File: src/rtl/otter_dbg_pkg.sv
// Shared debug definitions for the OTTER register dump path and debug UART.
// Holds the dump FSM state type, frame header byte and default geometry.
package otter_dbg_pkg;

    localparam int DEF_NUM_REGS = 32;
    localparam int DEF_ADDR_W   = 5;
    localparam int DEF_DATA_W   = 32;

    localparam logic [7:0] DUMP_HDR = 8'hA5;

    typedef enum logic [2:0] {
        ST_IDLE,
        ST_HDR,
        ST_LOAD,
        ST_SEND,
        ST_FIN
    } dump_state_e;

endpackage

File: src/rtl/reg_dump.sv
// Walks every architectural register through a spare async read port and streams a
// 0xA5-headed, LSB-first byte frame over valid/ready; stalls hold TX data stable.
module reg_dump
    import otter_dbg_pkg::*;
#(
    parameter int NUM_REGS = DEF_NUM_REGS,
    parameter int ADDR_W   = DEF_ADDR_W,
    parameter int DATA_W   = DEF_DATA_W
) (
    input  logic              i_clk,
    input  logic              i_rst_n,
    input  logic              i_start,
    output logic [ADDR_W-1:0] o_rf_addr,
    input  logic [DATA_W-1:0] i_rf_data,
    output logic [7:0]        o_tx_data,
    output logic              o_tx_valid,
    input  logic              i_tx_ready,
    output logic              o_busy,
    output logic              o_done
);

    localparam int BYTES = DATA_W / 8;
    localparam int BC_W  = (BYTES > 1) ? $clog2(BYTES) : 1;
    localparam logic [BC_W-1:0]   LAST_BYTE = BC_W'(BYTES - 1);
    localparam logic [ADDR_W-1:0] LAST_IDX  = ADDR_W'(NUM_REGS - 1);

    dump_state_e       r_state, w_state_nxt;
    logic [ADDR_W-1:0] r_index, w_index_nxt;
    logic [DATA_W-1:0] r_shift, w_shift_nxt;
    logic [BC_W-1:0]   r_byte,  w_byte_nxt;
    logic [7:0]        r_tx_data, w_tx_data_nxt;
    logic              r_tx_valid, r_busy, r_done;
    logic              w_xfer;

    assign w_xfer = r_tx_valid && i_tx_ready;

    always_ff @(posedge i_clk or negedge i_rst_n) begin
        if (!i_rst_n) begin
            r_state    <= ST_IDLE;
            r_index    <= '0;
            r_shift    <= '0;
            r_byte     <= '0;
            r_tx_data  <= '0;
            r_tx_valid <= 1'b0;
            r_busy     <= 1'b0;
            r_done     <= 1'b0;
        end else begin
            r_state    <= w_state_nxt;
            r_index    <= w_index_nxt;
            r_shift    <= w_shift_nxt;
            r_byte     <= w_byte_nxt;
            r_tx_data  <= w_tx_data_nxt;
            r_tx_valid <= (w_state_nxt == ST_HDR) || (w_state_nxt == ST_SEND);
            r_busy     <= (w_state_nxt != ST_IDLE);
            r_done     <= (w_state_nxt == ST_FIN);
        end
    end

    always_comb begin
        w_state_nxt   = r_state;
        w_index_nxt   = r_index;
        w_shift_nxt   = r_shift;
        w_byte_nxt    = r_byte;
        w_tx_data_nxt = r_tx_data;

        case (r_state)
            ST_IDLE: begin
                if (i_start) begin
                    w_state_nxt = ST_HDR;
                    w_index_nxt = '0;
                end
            end
            ST_HDR: begin
                if (w_xfer) w_state_nxt = ST_LOAD;
            end
            ST_LOAD: begin
                w_shift_nxt = i_rf_data;
                w_byte_nxt  = '0;
                w_state_nxt = ST_SEND;
            end
            ST_SEND: begin
                if (w_xfer) begin
                    w_shift_nxt = r_shift >> 8;
                    if (r_byte == LAST_BYTE) begin
                        if (r_index == LAST_IDX) begin
                            w_state_nxt = ST_FIN;
                        end else begin
                            w_index_nxt = r_index + 1'b1;
                            w_state_nxt = ST_LOAD;
                        end
                    end else begin
                        w_byte_nxt = r_byte + 1'b1;
                    end
                end
            end
            ST_FIN: begin
                w_state_nxt = ST_IDLE;
            end
            default: begin
                w_state_nxt = ST_IDLE;
            end
        endcase

        // Output byte is registered, so it is chosen from the state being entered.
        if (w_state_nxt == ST_HDR)
            w_tx_data_nxt = DUMP_HDR;
        else if (w_state_nxt == ST_SEND)
            w_tx_data_nxt = w_shift_nxt[7:0];
    end

    assign o_rf_addr  = r_index;
    assign o_tx_data  = r_tx_data;
    assign o_tx_valid = r_tx_valid;
    assign o_busy     = r_busy;
    assign o_done     = r_done;

endmodule

File: config.mk
export PLATFORM = sky130hd
export DESIGN_NAME = reg_dump
export DESIGN_NICKNAME = d
export VERILOG_FILES = /design/src/rtl/otter_dbg_pkg.sv /design/src/rtl/reg_dump.sv
export SDC_FILE = /design/constraint.sdc
export NUM_CORES = 1
export LEC_CHECK = 0
export ABC_AREA = 1
export BUFFER_PORTS_ARGS = -buffer_cell sky130_fd_sc_hd__buf_2
export CORE_ASPECT_RATIO = 0.7
export CORE_MARGIN = 2
export CORE_UTILIZATION = 50
export CTS_BUF_LIST = sky130_fd_sc_hd__clkbuf_16
export CTS_CLUSTER_DIAMETER = 120
export DETAILED_ROUTE_END_ITERATION = 8
export GPL_TIMING_DRIVEN = 0
export HOLD_SLACK_MARGIN = 0.02
export PLACE_DENSITY = 0.82
export SETUP_SLACK_MARGIN = 0.2
export SYNTH_ARGS = -nofsm -noshare
export SYNTH_HDL_FRONTEND = slang
export SYNTH_SLANG_ARGS = --single-unit
File: constraint.sdc
create_clock -name i_clk -period 2 [get_ports i_clk]
set_clock_uncertainty 0.1 [all_clocks]
set_input_delay 0 -clock i_clk [delete_from_list [all_inputs] [get_ports i_clk]]
set_output_delay 0 -clock i_clk [all_outputs]
set_load 0.02 [all_outputs]
==> metrics <==
run status complete, no violations; CP startpoint kind register; RSZ-0062 raised after global routing yes; row count 20; CP required a little over 2000 ps; Slew Limit Headroom 0.2229; Hold Vio Cnt, Final 0; Syn Std Cell Area 2380 um2; final net count between 400 and 500; drt pass-1 iters 4; DRT Wirelength 5852 um; Yosys top cell by area dfrtp_1; Avg Synthesized Cell Area slightly below 9 um2; Crit Path Class register to register; Period minus WS final ~1700 ps; worst slew pin tran ~1200 ps; synthesized instance count approximately 270; first-pass GRT wire length 9846 um; Detail Route Antenna Nets 0; DPL Wire Length 3807 um; Sink Count 53; maximum clock path buffer count 2; CP max FO 4; die span in x between 80 and 90 um; GP Congestion approximately 0.90; fillcell total between 300 and 400; Fmax 0.5921 GHz; Syn Nets ~310; area fraction of the dominant cell type after synthesis 0.5573; met2 usage 0.4077; IO Count 52; Routed wire per std cell 13.83 um; post-synthesis cell type count 26; number of synthesis warnings 0; crit share post-route 0.8445; peak supply drop ~0.00068 V; number of max-cap violations 0; port bufs 51; Slew Limit Fails 0; Chip Height 61.72 um; most common cell after layout, fill and taps aside nand2_1; vias in the first global route 2168; worst-skew pair later-pin latency ~290 ps; register area between 1000 and 1500 um2; Layout Utilization 0.7213; via count approximately 2200; synth top area cells dfrtp_1 (56%), nand2_1 (14%), nand3_1 (7.2%); Worst Hold Class input pin to register; largest net degree at the start of global routing 54; Crit. End Element register; GRT Total Usage 0.2448; most crowded layer after global routing met2; root buffer cell clkbuf_16; initial antenna violation count 0; multi-input logic area about 910 um2; clock-pin slew on the worst setup and hold paths around 70 ps; final setup TNS 0 ps; total gr overflow 0; Via-to-Cell Ratio ~5.3; Detailed Route Iter0 Violations 169; pwr dens between 1000 and 1500 nW/um2; Core Region approximately 4500 um2; CTS H-tree depth 2; full die area between 5000 and 6000 um2; Num CTS Buffers 5; WP data arrival between 1500 and 2000 ps; sequential fraction of the synthesis area 0.5573; layout cell share with drive strength beyond 1 0.2228; Post-synth ARST share 1.000; Pleak between 0.0015 and 0.002 uW; GR Util met1 0.3272; P&R area growth vs syn 35.02%; diode count 0; CTS tree built; commonest cells after routing, fill and taps aside nand2_1 (89), buf_2 (57), dfrtp_1 (53), nand3_1 (34), dlygate4sd3_1 (33); number of synthesized flops with an enable pin 0; synthesized flop and latch total 53; drt drc 0; Initial Utilization 0.5343; setup violators final 0; met3 global-route usage 0.05020; top_reg_cell synth dfrtp_1
-- sequential cells by signal, summed over array words and instances (netlist names) --
signal / cells
o_busy: 1
r_state: 3
r_byte: 2
o_tx_valid: 1
o_tx_data: 8
o_done: 1
o_rf_addr: 5
r_shift: 32
-- final timing paths --
kind                                     startpoint                        to  slack [ps]  cells after the start
min reg2reg                o_tx_data[6]$_DFFE_PN0P_  o_tx_data[6]$_DFFE_PN0P_         370                      2
max                        o_rf_addr[0]$_DFFE_PN0P_  o_rf_addr[2]$_DFFE_PN0P_         310                     10
min in group asynchronous                   i_rst_n  o_rf_addr[2]$_DFFE_PN0P_         390                      2
max reg2reg                o_rf_addr[0]$_DFFE_PN0P_  o_rf_addr[2]$_DFFE_PN0P_         310                     10
min                                      i_tx_ready      r_shift[5]$_DFF_PN0_          60                      5
max in group asynchronous                   i_rst_n          o_busy$_DFF_PN0_         700                      2
-- power by group --
group | switching [uW] | total (uW) | leakage [uW] | internal (uW)
sequential | 227 | 1760 | 0.000669 | 1530
clock | 390 | 856 | 0.0000738 | 466
combinational | 1250 | 1930 | 0.000933 | 679
total | 1870 | 4550 | 0.00168 | 2670
-- critical path, stage by stage (launching register included) --
cell and delay (ps):
dfrtp_1 420, ha_1 220, nand2_1 80, nor2_1 50
ha_1 210, nor2_4 110, nand2_1 90, nand2_2 90
inv_1 80, nand2_1 60, o21ai_0 60
-- metrics by stage --
stage	hold slack (ps)	setup slack, ps	cell area [um2]	total power (uW)	std cells
2_1_floorplan	-395.6	221.5	2380	3046	274
3_3_place_gp	106.1	180.1	2704	3519	380
3_5_place_dp	113.7	150.2	2704	3590	380
4_1_cts	51.68	202.7	3184	4504	421
5_1_grt	86.60	165.2	3213	4897	423
6_report	64.20	311.1	3213	4545	423
-- timing repair --
item	in CTS	in global routing
resized for setup	1	4
hold endpoints to repair	89	0
hold buffers	33	0
setup endpoints to repair	3	13
setup buffers	0	2
pin swaps	0	1
cloned	0	0
-- area by class of cell --
type,count,share of cell area
flip-flops and latches,53,0.4128
multi-input cells,186,0.2847
repair buffers,86,0.1869
clock buffers,5,0.03894
inverters,27,0.03310
well taps,55,0.02142
plain buffers,8,0.01519
clock inverters,3,0.007009
-- cells by family (layout without fill, tap and decap cells) --
| kind of cell | after synthesis | count (layout) | synth area share |
|---|---|---|---|
| AOI/OAI and AO/OA | 35 | 35 | 0.09727 |
| and+or+nand+nor | 147 | 147 | 0.2618 |
| DFF | 53 | 53 | 0.5573 |
| adders and majority gates | 3 | 3 | 0.01577 |
| xor gates and xnor gates | 1 | 1 | 0.003681 |
| buffers and inverters | 35 | 129 | 0.06415 |
-- layer usage --
metal | part of all wire | wire length (um)
met3 | 0.067 | 391
met4 | 0.017 | 101
met5 | 0 | 0
met2 | 0.46 | 2689
met1 | 0.46 | 2669
-- Yosys cell counts (2+ instances only) --
library cell / instances
nand2_1: 90
dfrtp_1: 53
nand3_1: 34
inv_1: 24
nor2_1: 15
o21ai_0: 14
a32oi_1: 8
o211ai_1: 8
buf_2: 6
ha_1: 3
a21oi_1: 2
inv_2: 2
nor2_2: 2
(Power assumes the default switching activity.)
